**src/rtl/alarmclockhdl_mm_pkg.sv**
```systemverilog
// Shared types and constants for the Avalon-MM word copy master.
package alarmclockhdl_mm_pkg;

  typedef enum logic [2:0] {
    IDLE,
    RD_REQ,
    RD_WAIT,
    WR_REQ,
    FINISH
  } state_t;

  localparam int unsigned BYTES_PER_WORD = 4;
  localparam logic [3:0]  BE_ALL         = 4'hF;

endpackage

```
**src/rtl/alarmclockhdl_mm_copy_master.sv**
```systemverilog
// Avalon-MM master copying len 32-bit words from src_addr to dst_addr, one word
// at a time (read, wait for data, write), with misalignment and read-timeout abort.
module alarmclockhdl_mm_copy_master
  import alarmclockhdl_mm_pkg::*;
#(
  parameter int unsigned ADDR_W  = 32,
  parameter int unsigned LEN_W   = 16,
  parameter int unsigned TIMEOUT = 255
) (
  input  logic              clk,
  input  logic              reset,
  input  logic              start,
  input  logic [ADDR_W-1:0] src_addr,
  input  logic [ADDR_W-1:0] dst_addr,
  input  logic [LEN_W-1:0]  len,
  output logic              busy,
  output logic              done,
  output logic              error,
  output logic [LEN_W-1:0]  words_done,
  output logic [ADDR_W-1:0] avm_address,
  output logic              avm_read,
  output logic              avm_write,
  output logic [31:0]       avm_writedata,
  output logic [3:0]        avm_byteenable,
  input  logic [31:0]       avm_readdata,
  input  logic              avm_readdatavalid,
  input  logic              avm_waitrequest,
  output state_t            dbg_state
);

  localparam int unsigned       WAIT_W    = (TIMEOUT > 1) ? $clog2(TIMEOUT + 1) : 1;
  localparam logic [WAIT_W-1:0] WAIT_LAST = WAIT_W'((TIMEOUT == 0) ? 0 : TIMEOUT - 1);
  localparam logic [ADDR_W-1:0] ADDR_STEP = ADDR_W'(BYTES_PER_WORD);

  state_t              r_state;
  state_t              w_next;
  logic [ADDR_W-1:0]   r_cur_src;
  logic [ADDR_W-1:0]   r_cur_dst;
  logic [LEN_W-1:0]    r_len;
  logic [LEN_W-1:0]    r_words_done;
  logic [31:0]         r_buf;
  logic [WAIT_W-1:0]   r_wait_cnt;
  logic                r_error;

  logic                w_misalign;
  logic [LEN_W-1:0]    w_words_inc;
  logic                w_accept_start;
  logic                w_capture;
  logic                w_wr_accept;
  logic                w_wait_clr;
  logic                w_wait_inc;
  logic                w_timeout;

  assign w_misalign  = |{src_addr[1:0], dst_addr[1:0]};
  assign w_words_inc = r_words_done + 1'b1;

  assign error      = r_error;
  assign words_done = r_words_done;
  assign dbg_state  = r_state;

  always_ff @(posedge clk) begin
    if (reset) r_state <= IDLE;
    else       r_state <= w_next;
  end

  // Bus handshake: a request (read or write with address/data) is held unchanged
  // while waitrequest is high and completes on the first cycle it is low.
  always_comb begin
    w_next         = r_state;
    w_accept_start = 1'b0;
    w_capture      = 1'b0;
    w_wr_accept    = 1'b0;
    w_wait_clr     = 1'b0;
    w_wait_inc     = 1'b0;
    w_timeout      = 1'b0;
    busy           = 1'b0;
    done           = 1'b0;
    avm_read       = 1'b0;
    avm_write      = 1'b0;
    avm_address    = '0;
    avm_writedata  = '0;
    avm_byteenable = '0;
    case (r_state)
      IDLE: begin
        if (start) begin
          w_accept_start = 1'b1;
          w_next         = (w_misalign || len == '0) ? FINISH : RD_REQ;
        end
      end
      RD_REQ: begin
        busy           = 1'b1;
        avm_read       = 1'b1;
        avm_address    = r_cur_src;
        avm_byteenable = BE_ALL;
        if (!avm_waitrequest) begin
          if (avm_readdatavalid) begin
            w_capture = 1'b1;
            w_next    = WR_REQ;
          end else begin
            w_wait_clr = 1'b1;
            w_next     = RD_WAIT;
          end
        end
      end
      RD_WAIT: begin
        busy = 1'b1;
        if (avm_readdatavalid) begin
          w_capture = 1'b1;
          w_next    = WR_REQ;
        end else if (TIMEOUT != 0 && r_wait_cnt == WAIT_LAST) begin
          w_timeout = 1'b1;
          w_next    = FINISH;
        end else begin
          w_wait_inc = 1'b1;
        end
      end
      WR_REQ: begin
        busy           = 1'b1;
        avm_write      = 1'b1;
        avm_address    = r_cur_dst;
        avm_writedata  = r_buf;
        avm_byteenable = BE_ALL;
        if (!avm_waitrequest) begin
          w_wr_accept = 1'b1;
          w_next      = (w_words_inc == r_len) ? FINISH : RD_REQ;
        end
      end
      FINISH: begin
        done   = 1'b1;
        w_next = IDLE;
      end
      default: w_next = IDLE;
    endcase
  end

  always_ff @(posedge clk) begin
    if (reset) begin
      r_cur_src    <= '0;
      r_cur_dst    <= '0;
      r_len        <= '0;
      r_words_done <= '0;
      r_buf        <= '0;
      r_wait_cnt   <= '0;
      r_error      <= 1'b0;
    end else begin
      if (w_accept_start) begin
        r_cur_src    <= src_addr;
        r_cur_dst    <= dst_addr;
        r_len        <= len;
        r_words_done <= '0;
        r_error      <= w_misalign;
      end
      if (w_capture) r_buf <= avm_readdata;
      if (w_wait_clr)      r_wait_cnt <= '0;
      else if (w_wait_inc) r_wait_cnt <= r_wait_cnt + 1'b1;
      if (w_timeout) r_error <= 1'b1;
      // Addresses wrap silently at the top of the address space.
      if (w_wr_accept) begin
        r_cur_src    <= r_cur_src + ADDR_STEP;
        r_cur_dst    <= r_cur_dst + ADDR_STEP;
        r_words_done <= w_words_inc;
      end
    end
  end

endmodule

```
**config.mk**
```make
export PLATFORM = sky130hd
export DESIGN_NAME = alarmclockhdl_mm_copy_master
export DESIGN_NICKNAME = d
export VERILOG_FILES = /design/src/rtl/alarmclockhdl_mm_pkg.sv /design/src/rtl/alarmclockhdl_mm_copy_master.sv
export SDC_FILE = /design/constraint.sdc
export NUM_CORES = 1
export LEC_CHECK = 0
export ABC_CLOCK_PERIOD_IN_PS = 3400
export CAP_MARGIN = 30
export CORE_MARGIN = 3
export CORE_UTILIZATION = 49
export CTS_CLUSTER_SIZE = 16
export DETAILED_ROUTE_END_ITERATION = 12
export HOLD_SLACK_MARGIN = 0.15
export PLACE_DENSITY = 0.84
export SYNTH_ARGS = -nofsm -noshare
export SYNTH_HDL_FRONTEND = slang
export SYNTH_SLANG_ARGS = --single-unit
```
**constraint.sdc**
```tcl
create_clock -name clk -period 3.4 [get_ports clk]
set_input_delay 0.85 -clock clk [delete_from_list [all_inputs] [get_ports clk]]
set_output_delay 0.85 -clock clk [all_outputs]
set_load 0.02 [all_outputs]
```
==> implementation parameters, run 1 <==
Parameter                              Value

Synthesis
  Cell with the most instances after synthesis ... nor2_1
  Net count after synthesis ... 1134
  Number of synthesized flops with an enable pin ... 0
  Syn Area/Cell ... 7.74 um2
  Number of distinct library cells after synthesis ... 67
  Cell types with the largest area share after synthesis ... dfxtp_1, mux2i_1, nor2_1, a21oi_1, nand2_1
  Fraction of synthesized cell area taken by the top area cell type ... 35.8%
  Cell Area, Synth ... about 8000 um2
  Cell types with the highest counts after synthesis ... nor2_1, dfxtp_1, nand2_1
  Synth warnings ... 0
  Gate count of the mapped netlist ... slightly above 1000
  Top cell type by total area after synthesis ... dfxtp_1
  Ys async rst share ... 0%
  Top_reg_cell synth ... dfxtp_1
  Sequential-to-total area share from yosys stat ... approximately 36%
  Number of register bits inferred by synthesis ... 140

Min path
  Depth of the worst hold-timing path ... 2
  Min-Delay Startpoint ... r_cur_src[0]
  WHS Endpoint ... r_cur_src[0]
  Hold Path Class ... flip-flop to flip-flop

STA
  Highest attainable clock frequency ... 315 MHz
  Transition time at the pin with the least slew margin ... between 0.7 and 0.8 ns
  Period utilization ... 93.4%
  Max-slew violations ... 0
  Time the final worst path needs with I/O delays and setup ... 3.17 ns
  Worst-case clock skew ... 0.00684 ns
  Final hold violation count ... 0
  Setup total negative slack ... 0 ns
  Unrepaired setup endpoints after global routing ... false
  WHS ... 0.456 ns
  Setup-violating endpoint count in the final report ... 0
  Tightest slew margin relative to the limit ... 52.5%
  Minimum setup slack in the final design ... 0.226 ns

Placement
  Placed cell count ... 1372
  Placement-stage worst setup slack ... 0.483 ns
  Buffers added on ports ... between 200 and 250
  HPWL reported at the end of detailed placement ... approximately 17 mm
  Placer congestion estimate ... 0.895
  Area after DPL ... 10100 um2

Floorplan
  I/O pin cnt ... approximately 210
  Area of the placeable core ... 15400 um2
  DIE WIDTH ... around 130 um
  Die height ... 132 um
  Row count ... 45
  Die Footprint ... ~18000 um2
  Starting utilization of the core area ... 50.8%

Worst setup path
  Crit Reg-Reg Endpoint ... dbg_state[0]
  CP cell instances ... nand2b_1 > inv_2 > and3_1 > clkdlybuf4s50_1
  CP Launch Point ... dbg_state[2]
  Crit Path Category ... flip-flop to output pin
  Family with the most delay on the worst path ... buffers and inverters
  CP arrival ... 2.32 ns
  Crit start category ... flip-flop
  Highest cell delay on the worst timing path ... 0.63 ns
  Reg2Reg Setup Slack ... ~0.51 ns
  Endpoint type of the worst setup path ... output pin
  Number of cells traversed by the worst register-to-register path ... 7
  Buffers plus inverters on the worst setup path ... 2
  Required arrival time at the worst endpoint ... 2.55 ns
  Depth of the critical timing path with buffers and inverters included ... 4
  Max Fanout on Critical Path ... 38
  Library cell contributing the largest single delay on the critical path ... clkdlybuf4s50_1
  Source of the worst register-to-register timing path ... words_done[1]

Global routing
  Via count of the first global-routing pass ... a little under 8000
  Maximum number of pins on one net before global-route repair ... 72
  GR Overflow Total ... 0
  GR Util All Layers ... 27.0%
  Wire length of the first global-routing pass ... 39.0 mm
  Number of antenna violations at the first check in global routing ... 0

CTS
  Maximum root-to-sink buffer count ... 2
  CTS tree ... yes
  Quantity of gates resized following cts ... 0
  CTS H-Tree Depth ... 4
  TritonCTS Buffers ... 17
  Hold buffers post-CTS ... 0
  Clk slew on worst S/H paths ... about 0.060 ns
  Clk Latency, worst-skew pair ... 0.43 ns
  Root Driver ... clkbuf_16
  Number of post-CTS setup repair buffers ... 0
  Number of clock sinks ... between 100 and 150

Pwr
  Cell leakage power ... just over 4 nW
  Combinational power share ... 10.8%
  PnR Total Power ... 4.24 mW
  Power share of the sequential group ... 42.3%
  Share of total power in the clock network ... 46.9%
  Net load switching power ... 1.03 mW
  PwrDens ... around 400 nW/um2
  Total internal power ... 3.21 mW
  Worst VDD drop ... 0.360 mV
  Fraction of power spent switching nets ... 24.2%

Cells and area
  Share of the core filled with cells in the final layout ... 69.5%
  Diodes inserted ... 0
  Fraction of final layout cells with drive strength greater than 1 ... roughly 6.3%
  Layout net count ... 1302
  Area grow syn2layout ... 36.9%
  Final cell count without fillers ... 1404
  Summed area of non-filler cells in the final layout ... 10700 um2

Outcome
  Result of the run ... finished clean

Detailed routing
  Via count ... ~8300
  Average wire per standard cell ... ~17 um
  Iteration-0 DRC Markers ... 838
  Antenna Nets Post-Route ... 0
  Number of iterations in the first detailed-routing pass ... 6
  Via count normalized by instance count ... 5.93
  Aggregate routed wire length ... 24.3 mm
  Number of remaining DRC errors ... 0

Run
  Max cap viols ... 0
## flip-flops by register name, summed over array words and instances, names as in the netlist
signal,count
dbg_state,3
error,1
r_buf,32
r_cur_dst,32
r_cur_src,32
r_len,16
r_wait_cnt,8
words_done,16
## worst min-delay path, delay by kind of cell (launching register included)
kind | cells | cell delay [ns]
DFF | 1 | 0.30
AOI/OAI and AO/OA | 1 | 0.05
and+or+nand+nor | 1 | 0.05
## power groups by stage
stage | clock network [mW] | registers, mW | logic (mW)
3_5_place_dp | 0 | 1.82 | 0.453
3_3_place_gp | 0 | 1.82 | 0.444
5_1_grt | 2.08 | 1.80 | 0.496
4_1_cts | 2.00 | 1.79 | 0.455
2_1_floorplan | 0 | 1.80 | 0.235
6_report | 1.99 | 1.79 | 0.456
## cells by family (layout without fill, tap and decap cells)
family,after synthesis,count (layout),share of synthesized area [%]
mux,68,68,8.74
buf+inv,92,273,4.74
simple gates,449,449,28.7
xor+xnor,31,31,3.47
flops,140,140,35.8
compound gates,227,227,17.8
fa+ha+maj,5,5,0.799
## layer usage
metal,up-vias,GRT usage (%),share of wire (%)
met3,40,5.74,8.5
li1,3977,-,-
met2,415,44.4,48
met5,-,0,0
met1,3887,35.0,42
met4,0,9.99,1.8
## cell usage in the layout (no fill, tap or decap), drive strengths merged, types with 18 or more instances in the layout
cell type,n
a21oi,86
and3,42
o21ai,45
clkbuf,21
nand4,27
dfxtp,140
or3,18
mux2i,65
nand2,103
nand3,33
nor2,151
nor3,21
a31oi,26
buf,23
clkdlybuf4s50,207
## area by class of cell
type	count	area [um2]
fillers	1296	4710
multi-input cells	780	4680
flip-flops and latches	140	2810
repair buffers	230	2310
clock buffers	21	460
well taps	211	264
clock inverters	11	166
inverters	11	41.3
## worst max-delay path by stage
stage                        to
3_5_place_dp      r_cur_dst[17]
5_1_grt        avm_writedata[5]
4_1_cts        avm_writedata[5]
2_1_floorplan   avm_address[10]
3_3_place_gp      r_cur_dst[17]
6_report       avm_writedata[5]
No activity file was read; power rests on OpenSTA's default activity.
==> run 2, diff against run 1 <==
- CORE_UTILIZATION: 49 -> 51
- CTS_BUF_LIST: default -> sky130_fd_sc_hd__clkbuf_4 sky130_fd_sc_hd__clkbuf_8
- CTS_CLUSTER_SIZE: 16 -> 25
- PLACE_DENSITY: 0.84 -> 0.87
==> run 2 against run 1 <==
- sequential cell count stayed put
- first-iteration DRC count is 15% higher
- fmax is 2.6% lower
- setup slack worse by 0.085 ns
- largest cell class unchanged
- largest power group is now registers
==> implementation parameters, run 2 (synthesized netlist as in run 1, its figures left out) <==
Parameter                              Value

Min path
  Hold Path Class ... flip-flop to flip-flop

Worst setup path
  Family with the most delay on the worst path ... buffers and inverters
  Endpoint type of the worst setup path ... output pin
  Library cell contributing the largest single delay on the critical path ... clkdlybuf4s50_1
  Crit Path Category ... flip-flop to output pin
  CP cell instances ... nand2b_1 > inv_2 > and3_1 > clkdlybuf4s50_1
  Required arrival time at the worst endpoint ... 2.55 ns (about the same)
  Buffers plus inverters on the worst setup path ... 2 (unchanged)
  CP arrival ... 2.41 ns (+0.09 ns)
  Crit start category ... flip-flop
  Max Fanout on Critical Path ... 38 (unchanged)
  Highest cell delay on the worst timing path ... 0.65 ns (+0.02 ns)

Cells and area
  Most common cell after layout, fill and taps aside ... clkdlybuf4s50_1
  Fraction of final layout cells with drive strength greater than 1 ... 6.06% (-0.23 points)
  Share of the core filled with cells in the final layout ... 70.8% (+1.3 points)
  Final cell count without fillers ... 1373 (-2.2%)
  Area grow syn2layout ... 33.3%
  Biggest regs ... r_buf x32, r_cur_dst x32, r_cur_src x32
  Leading cell types in the layout, fill and taps excluded ... clkdlybuf4s50_1, nor2_1, dfxtp_1
  Layout net count ... 1297 (-0.38%)

CTS
  Clk Latency, worst-skew pair ... 0.45 ns (+0.02 ns)
  TritonCTS Buffers ... 17 (unchanged)
  Maximum root-to-sink buffer count ... 2 (unchanged)
  Quantity of gates resized following cts ... 0 (unchanged)
  Root Driver ... clkbuf_8
  Hold buffers post-CTS ... 0 (unchanged)
  Number of post-CTS setup repair buffers ... 0 (unchanged)
  Number of clock sinks ... 140 (unchanged)
  CTS tree ... yes
  CTS H-Tree Depth ... 4 (unchanged)
  Clk slew on worst S/H paths ... 0.08 ns (+0.02 ns)

STA
  Time the final worst path needs with I/O delays and setup ... 3.26 ns (+0.0848 ns)
  Unrepaired setup endpoints after global routing ... false
  Setup-violating endpoint count in the final report ... 0 (unchanged)
  Worst-case clock skew ... 0.0124 ns (+0.00561 ns)
  Transition time at the pin with the least slew margin ... 0.965 ns (+0.259 ns)
  Max-slew violations ... 0 (unchanged)
  Setup total negative slack ... 0 ns (unchanged)
  Period utilization ... 95.9% (+2.5 points)
  Final hold violation count ... 0 (unchanged)
  Highest attainable clock frequency ... 307 MHz (-2.6%)
  Tightest slew margin relative to the limit ... 35.6% (-17 points)

Global routing
  Maximum number of pins on one net before global-route repair ... 80 (+11%)
  GR Overflow Total ... 0 (unchanged)
  Number of antenna violations at the first check in global routing ... 1 (+1)
  GR Util All Layers ... 27.9% (+0.92 points)
  Via count of the first global-routing pass ... 7860 (+1.7%)
  Wire length of the first global-routing pass ... 38.2 mm (-2.0%)

Detailed routing
  WL met2 ... 11.2 mm (-3.5%)
  Number of iterations in the first detailed-routing pass ... 6 (unchanged)
  Aggregate routed wire length ... 24.3 mm (+0.12%)
  Via count normalized by instance count ... 6.10 (+3.0%)
  Average wire per standard cell ... 17.7 um (+2.4%)
  Uppermost signal routing layer after detailed routing ... met4
  Met3 wire length ... 2.34 mm (+13%)
  Routed met1 length ... 10.0 mm (-1.3%)
  Via count ... 8377 (+0.70%)
  Number of remaining DRC errors ... 0 (unchanged)
  Antenna Nets Post-Route ... 0 (unchanged)
  Iteration-0 DRC Markers ... 963 (+15%)

Floorplan
  Die height ... 130 um (-1.9%)
  Area of the placeable core ... 14800 um2 (-4.4%)
  Die Footprint ... 16900 um2 (-3.7%)
  DIE WIDTH ... 130 um (-1.9%)
  Row count ... 44 (-2.2%)
  I/O pin cnt ... 209 (unchanged)
  Starting utilization of the core area ... 53.1% (+2.3 points)

Placement
  HPWL reported at the end of detailed placement ... 16.5 mm (-1.5%)
  Placer congestion estimate ... 0.925 (+3.3%)
  Buffers added on ports ... 208 (unchanged)
  Placed cell count ... 1340 (-2.3%)

Pwr
  Worst VDD drop ... 0.349 mV (-3.1%)
  PwrDens ... 356 nW/um2 (-9.9%)
  Cell leakage power ... 3.92 nW (-2.6%)

Outcome
  Result of the run ... finished clean

Run
  Max cap viols ... 0 (unchanged)
## run 2: path summary, 6_finish.rpt
path	from	slack, ns	to	depth (start not counted)
worst max-delay path	dbg_state[2]	0.14	avm_writedata[8]	4
worst min-delay path	r_cur_dst[1]	0.46	r_cur_dst[1]	2
worst max register to register	words_done[0]	0.39	dbg_state[0]	7
worst min register to register	r_cur_dst[1]	0.46	r_cur_dst[1]	2
## run 2: tightest hold or removal path: cells and delay by family, from the launching register on
| family | cells | cell delay [ns] |
|---|---|---|
| flops | 1 | 0.31 |
| compound gates | 1 | 0.05 |
| simple gates | 1 | 0.05 |
## run 2: per-stage QoR
stage | hold WS (ns) | total power [mW] | setup slack [ns] | instance area [um2]
2_1_floorplan | 0.436 | 2.03 | 0.385 | 7830
6_report | 0.458 | 3.72 | 0.141 | 10400
4_1_cts | 0.458 | 3.71 | 0.116 | 10400
3_5_place_dp | 0.448 | 2.27 | 0.377 | 10000
5_1_grt | 0.484 | 3.85 | 0.0211 | 10400
3_3_place_gp | 0.443 | 2.26 | 0.460 | 10000
## run 2: cell type report
| class | count | area, um2 |
|---|---|---|
| Antenna cell | 1 | 2.50 |
| Clock buffer | 17 | 234 |
| Clock inverter | 15 | 196 |
| Fill cell | 1140 | 4310 |
| Inverter | 11 | 41.3 |
| Multi-Input combinational cell | 780 | 4680 |
| Sequential cell | 140 | 2810 |
| Tap cell | 184 | 230 |
| Timing Repair Buffer | 225 | 2260 |
## run 2: per-layer routing
metal	global-route usage, %	vias up
li1	-	3974
met1	36.1	3875
met2	45.3	469
met3	6.47	59
met4	11.3	0
met5	0	-
## run 2: where the power goes
group	switching, mW	total [mW]	internal (mW)
Sequential	0.0861	1.79	1.70
Combinational	0.217	0.452	0.236
Clock	0.677	1.48	0.799
Total	0.980	3.72	2.74
